`config.mk`:
```
export PLATFORM = sky130hd
export DESIGN_NAME = mem_controller
export DESIGN_NICKNAME = d
export VERILOG_FILES = /design/src/rtl/mem_ctrl_pkg.sv /design/src/rtl/rr_arbiter.sv /design/src/rtl/mem_controller.sv
export SDC_FILE = /design/constraint.sdc
export NUM_CORES = 1
export LEC_CHECK = 0
export CAP_MARGIN = 30
export CORE_MARGIN = 2
export CORE_UTILIZATION = 41
export DETAILED_ROUTE_END_ITERATION = 12
export GPL_ROUTABILITY_DRIVEN = 0
export MAX_ROUTING_LAYER = met4
export PLACE_DENSITY = 0.8
export SLEW_MARGIN = 5
export SYNTH_ARGS = -nofsm -noshare
export SYNTH_HDL_FRONTEND = slang
export SYNTH_HIERARCHICAL = 1
export SYNTH_SLANG_ARGS = --single-unit
export TNS_END_PERCENT = 50
```
`constraint.sdc`:
```
create_clock -name clk -period 3 [get_ports clk]
set_input_delay 0.75 -clock clk [delete_from_list [all_inputs] [get_ports clk]]
set_output_delay 0.75 -clock clk [all_outputs]
set_load 0.05 [all_outputs]
```
`src/rtl/mem_ctrl_pkg.sv`:
```
// Shared types for the data-memory controller: FSM state encoding and an
// index-width helper used by the controller and the round-robin arbiter.
package mem_ctrl_pkg;

    localparam int STATE_W = 3;

    typedef enum logic [STATE_W-1:0] {
        IDLE        = 3'd0,
        READ_WAIT   = 3'd1,
        WRITE_WAIT  = 3'd2,
        READ_RELAY  = 3'd3,
        WRITE_RELAY = 3'd4
    } state_t;

    // Width of a consumer index; a single consumer still gets a 1-bit index.
    function automatic int idx_width(input int n);
        return (n > 1) ? $clog2(n) : 1;
    endfunction

endpackage

```
`src/rtl/rr_arbiter.sv`:
```
// Combinational round-robin picker: starting at ptr_i and wrapping modulo N,
// reports the first asserted request. Shared with the program-memory side.
module rr_arbiter import mem_ctrl_pkg::*; #(
    parameter int N     = 4,
    parameter int IDX_W = idx_width(N)
) (
    input  logic [N-1:0]     req_i,
    input  logic [IDX_W-1:0] ptr_i,
    output logic             found_o,
    output logic [IDX_W-1:0] index_o
);

    // Walk offsets 0..N-1 from the pointer; the lowest offset with a request wins.
    always_comb begin
        int   cand;
        logic hit;
        cand    = 0;
        hit     = 1'b0;
        index_o = '0;
        for (int k = 0; k < N; k++) begin
            cand = int'(ptr_i) + k;
            if (cand >= N) begin
                cand = cand - N;
            end
            if (!hit && req_i[cand[IDX_W-1:0]]) begin
                hit     = 1'b1;
                index_o = cand[IDX_W-1:0];
            end
        end
        found_o = hit;
    end

endmodule

```
`src/rtl/mem_controller.sv`:
```
// Data-memory controller: funnels NUM_CONSUMERS core read/write ports onto one
// memory port, one transaction at a time, with round-robin consumer selection.
module mem_controller import mem_ctrl_pkg::*; #(
    parameter int ADDR_BITS     = 8,
    parameter int DATA_BITS     = 8,
    parameter int NUM_CONSUMERS = 4
) (
    input  logic                               clk,
    input  logic                               reset,
    input  logic [NUM_CONSUMERS-1:0]           consumer_read_valid,
    input  logic [NUM_CONSUMERS*ADDR_BITS-1:0] consumer_read_address,
    output logic [NUM_CONSUMERS-1:0]           consumer_read_ready,
    output logic [NUM_CONSUMERS*DATA_BITS-1:0] consumer_read_data,
    input  logic [NUM_CONSUMERS-1:0]           consumer_write_valid,
    input  logic [NUM_CONSUMERS*ADDR_BITS-1:0] consumer_write_address,
    input  logic [NUM_CONSUMERS*DATA_BITS-1:0] consumer_write_data,
    output logic [NUM_CONSUMERS-1:0]           consumer_write_ready,
    output logic                               mem_read_valid,
    output logic [ADDR_BITS-1:0]               mem_read_address,
    input  logic                               mem_read_ready,
    input  logic [DATA_BITS-1:0]               mem_read_data,
    output logic                               mem_write_valid,
    output logic [ADDR_BITS-1:0]               mem_write_address,
    output logic [DATA_BITS-1:0]               mem_write_data,
    input  logic                               mem_write_ready
);

    localparam int               IDX_W    = idx_width(NUM_CONSUMERS);
    localparam logic [IDX_W-1:0] LAST_IDX = IDX_W'(NUM_CONSUMERS - 1);

    state_t                   state_q;
    logic [IDX_W-1:0]         idx_q;
    logic [IDX_W-1:0]         rr_ptr_q;
    logic [IDX_W-1:0]         rr_ptr_d;
    logic [NUM_CONSUMERS-1:0] rd_ready_q;
    logic [NUM_CONSUMERS-1:0] wr_ready_q;
    logic [DATA_BITS-1:0]     rd_data_q [NUM_CONSUMERS];

    logic [ADDR_BITS-1:0]     rd_addr_arr [NUM_CONSUMERS];
    logic [ADDR_BITS-1:0]     wr_addr_arr [NUM_CONSUMERS];
    logic [DATA_BITS-1:0]     wr_data_arr [NUM_CONSUMERS];

    logic [NUM_CONSUMERS-1:0] req_vec;
    logic                     arb_found;
    logic [IDX_W-1:0]         arb_idx;

    // Unpack the flat consumer buses and repack the registered read data.
    generate
        for (genvar gi = 0; gi < NUM_CONSUMERS; gi++) begin : g_port
            assign rd_addr_arr[gi] = consumer_read_address[gi*ADDR_BITS +: ADDR_BITS];
            assign wr_addr_arr[gi] = consumer_write_address[gi*ADDR_BITS +: ADDR_BITS];
            assign wr_data_arr[gi] = consumer_write_data[gi*DATA_BITS +: DATA_BITS];
            assign consumer_read_data[gi*DATA_BITS +: DATA_BITS] = rd_data_q[gi];
        end
    endgenerate

    assign consumer_read_ready  = rd_ready_q;
    assign consumer_write_ready = wr_ready_q;

    // A consumer competes if it has either kind of request pending.
    assign req_vec = consumer_read_valid | consumer_write_valid;

    // After finishing consumer idx_q, the next scan starts just past it.
    assign rr_ptr_d = (idx_q == LAST_IDX) ? '0 : idx_q + 1'b1;

    rr_arbiter #(
        .N     (NUM_CONSUMERS),
        .IDX_W (IDX_W)
    ) u_arb (
        .req_i   (req_vec),
        .ptr_i   (rr_ptr_q),
        .found_o (arb_found),
        .index_o (arb_idx)
    );

    // Transaction FSM; every memory-side and consumer-side output is a register.
    always_ff @(posedge clk) begin
        if (reset) begin
            state_q           <= IDLE;
            idx_q             <= '0;
            rr_ptr_q          <= '0;
            rd_ready_q        <= '0;
            wr_ready_q        <= '0;
            mem_read_valid    <= 1'b0;
            mem_read_address  <= '0;
            mem_write_valid   <= 1'b0;
            mem_write_address <= '0;
            mem_write_data    <= '0;
            for (int i = 0; i < NUM_CONSUMERS; i++) begin
                rd_data_q[i] <= '0;
            end
        end else begin
            case (state_q)
                IDLE: begin
                    if (arb_found) begin
                        idx_q <= arb_idx;
                        // A consumer asking for both is served its read first.
                        if (consumer_read_valid[arb_idx]) begin
                            mem_read_valid   <= 1'b1;
                            mem_read_address <= rd_addr_arr[arb_idx];
                            state_q          <= READ_WAIT;
                        end else begin
                            mem_write_valid   <= 1'b1;
                            mem_write_address <= wr_addr_arr[arb_idx];
                            mem_write_data    <= wr_data_arr[arb_idx];
                            state_q           <= WRITE_WAIT;
                        end
                    end
                end
                READ_WAIT: begin
                    if (mem_read_ready) begin
                        mem_read_valid    <= 1'b0;
                        rd_ready_q[idx_q] <= 1'b1;
                        rd_data_q[idx_q]  <= mem_read_data;
                        state_q           <= READ_RELAY;
                    end
                end
                WRITE_WAIT: begin
                    if (mem_write_ready) begin
                        mem_write_valid   <= 1'b0;
                        wr_ready_q[idx_q] <= 1'b1;
                        state_q           <= WRITE_RELAY;
                    end
                end
                READ_RELAY: begin
                    if (!consumer_read_valid[idx_q]) begin
                        rd_ready_q[idx_q] <= 1'b0;
                        rr_ptr_q          <= rr_ptr_d;
                        state_q           <= IDLE;
                    end
                end
                WRITE_RELAY: begin
                    if (!consumer_write_valid[idx_q]) begin
                        wr_ready_q[idx_q] <= 1'b0;
                        rr_ptr_q          <= rr_ptr_d;
                        state_q           <= IDLE;
                    end
                end
                default: begin
                    state_q <= IDLE;
                end
            endcase
        end
    end

endmodule

```
==> metrics.txt <==
pwr dens 474 mW/mm²; clock buffer depth 2; final setup TNS 0 ns; CTS Root Buffer Type clkbuf_8; status complete, no violations; num rows 35; Vias 3363; P&R area growth vs syn 57.0%; max_cap viols 0; Max Transition Viols Final 0; Achievable Freq 345 MHz; final wirelength 10.7 mm; overall overflow remaining after global route 0; synthesis-stage register bit count 73; post-synthesis sequential area ratio 46.4%; total power 2.86 mW; detailed-router iteration count before antenna repair 4; Cells after Synth 325; share of layout cells above drive strength 1 17.2%; hold slack 0.481 ns; clk slew on worst S/H paths 0.07 ns; Syn Area/Cell 11.8 µm²; most frequent cells after synthesis dfxtp_1 (41), a21oi_1 (35), and2_1 (33); Final Hold Fails 0; core area 0.00915 mm²; via-per-instance ratio 5.36; library cells used by synthesis 48; critical path arrival 3.12 ns; Power Internal 1.88 mW; Total GRT Usage 21.8%; DP Wirelength 8.55 mm; Avg WL per Cell 17.1 µm; Detailed Route Iter0 Violations 126; synthesized cell area 0.00384 mm²; antenna violations before repair 0; IO buf count 181; Sw Share 34.0%; WS Path Type primary input to flop; CP endpoint kind flop; P_sw 0.973 mW; Synthesis Warnings 6; Final Skew 0.0105 ns; count leader, synth dfxtp_1; first-pass GRT wire length 16.5 mm; die footprint 0.0102 mm²; RSZ-0062 raised after global routing no; Period Utilization, post-route 96.5%; total clock sinks 73; CTS tree yes; postcts setup bufs 0; Post-route DRC 0; Die Y 101 µm; Initial Util 42.0%; Synth area leaders edfxtp_1 (25%), dfxtp_1 (21%), mux4_2 (16%); Placed Cells 612; diodes inserted 0; share of the synthesized area in the top cell type 25.0%; nets@finish 632; Final min period 2.90 ns; crit path max fanout 48; H-tree depth 3; Finished Layout Cells 628; FFs w/ async S/R, synth 0%; Setup-failing EPs final 0; clock latency on the worst-skew pair 0.35 ns; EDFF count, synth 32; Leak 2.15 nW; Least-Margin Pin Slew 0.577 ns; predominant post-synthesis flop cell dfxtp_1; vias in the first global route 3363; total CTS buffers 9; Syn Nets 445; Seq pwr share 41.1%; ANT nets after route 0; largest net degree at the start of global routing 49; post-synth top area cell edfxtp_1; die width 101 µm; Req. time, crit path 3.22 ns; Max VDD drop 211 µV; Clk network pwr share 22.8%; Slew headroom 61.4%; boundary pin count 182; hold crit path type flop to flop; logic gate share of total power 36.1%; CP Launch Type primary input
==> cell type report <==
type / instances / area, µm²
clock buffers: 9 / 124
clock inverters: 7 / 37.5
fillers: 705 / 3120
inverters: 9 / 33.8
multi-input cells: 217 / 1900
flip-flops and latches: 73 / 1780
well taps: 111 / 139
repair buffers: 202 / 2020
==> critical path, stage by stage <==
cell	delay, ns
clkdlybuf4s50_1	0.42
or2_2	0.32
a221o_1	0.36
a21oi_4	0.19
mux4_2	0.57
buf_12	0.20
o21ai_0	0.20
a21oi_1	0.09
==> repair_timing <==
action / in CTS / in global routing
resized for setup: 0 / 5
hold buffers: 0 / 0
setup endpoints to repair: 0 / 6
hold endpoints to repair: 0 / 0
==> routing by layer <==
layer	track usage (%)	part of all wire, %	vias to the layer above
met3	5.20	7.8	19
met2	37.6	51	143
li1	-	-	1601
met5	-	0	-
met1	24.4	39	1600
met4	8.32	2.2	0
==> cells in the final DEF, fill, tap and decap left out, types with 2 or more instances in the layout <==
| cell type | synthesis | routed |
|---|---|---|
| clkdlybuf4s50_1 | 0 | 180 |
| nand2b_1 | 4 | 4 |
| clkinv_2 | 0 | 3 |
| nor4_2 | 3 | 3 |
| clkinv_1 | 0 | 2 |
| a21oi_1 | 35 | 33 |
| nand3_1 | 10 | 10 |
| clkinvlp_4 | 0 | 2 |
| dfxtp_1 | 41 | 41 |
| o21bai_1 | 4 | 4 |
| mux4_2 | 27 | 27 |
| a21oi_2 | 3 | 4 |
| buf_12 | 0 | 4 |
| ha_1 | 4 | 4 |
| a211oi_1 | 4 | 4 |
| and2_1 | 33 | 33 |
| nor2_1 | 9 | 9 |
| o21ai_1 | 4 | 9 |
| nand3b_1 | 17 | 17 |
| nand2_1 | 5 | 5 |
| edfxtp_1 | 32 | 32 |
| or2_2 | 6 | 6 |
| a21bo_1 | 4 | 4 |
| inv_1 | 8 | 8 |
| a21bo_2 | 4 | 4 |
| a311oi_1 | 4 | 4 |
| o21ai_0 | 15 | 10 |
| buf_4 | 0 | 16 |
| clkbuf_8 | 0 | 9 |
| a31o_2 | 2 | 2 |
==> worst paths after layout <==
kind                                 from                   end  slack [ns]  cells past startpoint
setup / recovery  consumer_write_valid[2]  mem_write_address[2]        0.10                      8
hold / removal       mem_write_address[3]  mem_write_address[3]        0.48                      2
setup reg to reg              rr_ptr_q[0]  mem_write_address[2]        0.82                      7
hold reg to reg      mem_write_address[3]  mem_write_address[3]        0.48                      2
==> power groups by stage <==
stage               sequential (mW)  combinational, mW  clock [mW]
floorplan                      1.42              0.398           0
global route                   1.19               1.09       0.702
finish                         1.18               1.03       0.652
detailed placement             1.20               1.03           0
global placement               1.19               1.01           0
CTS                            1.18               1.04       0.659
==> logic make-up after synthesis <==
group / count (synthesis) / share of synthesized area [%]
AND/OR/NAND/NOR: 96 / 16.5
AO/OA/AOI/OAI: 88 / 14.7
flip-flops: 73 / 46.4
buffers and inverters: 35 / 4.66
multiplexers: 29 / 16.5
adder cells (fa/ha/maj): 4 / 1.30
==> through the flow <==
step / worst slack (ns) / utilization (%) / area [µm²]
final: 0.104 / 65.9 / 6030
after global placement: -0.190 / 64.0 / 5860
after CTS: 0.0844 / 65.9 / 6030
after floorplan: 0.198 / - / 3840
after detailed placement: -0.277 / 64.1 / 5870
after global routing: 0.0317 / 65.9 / 6030
(Power assumes the default switching activity.)
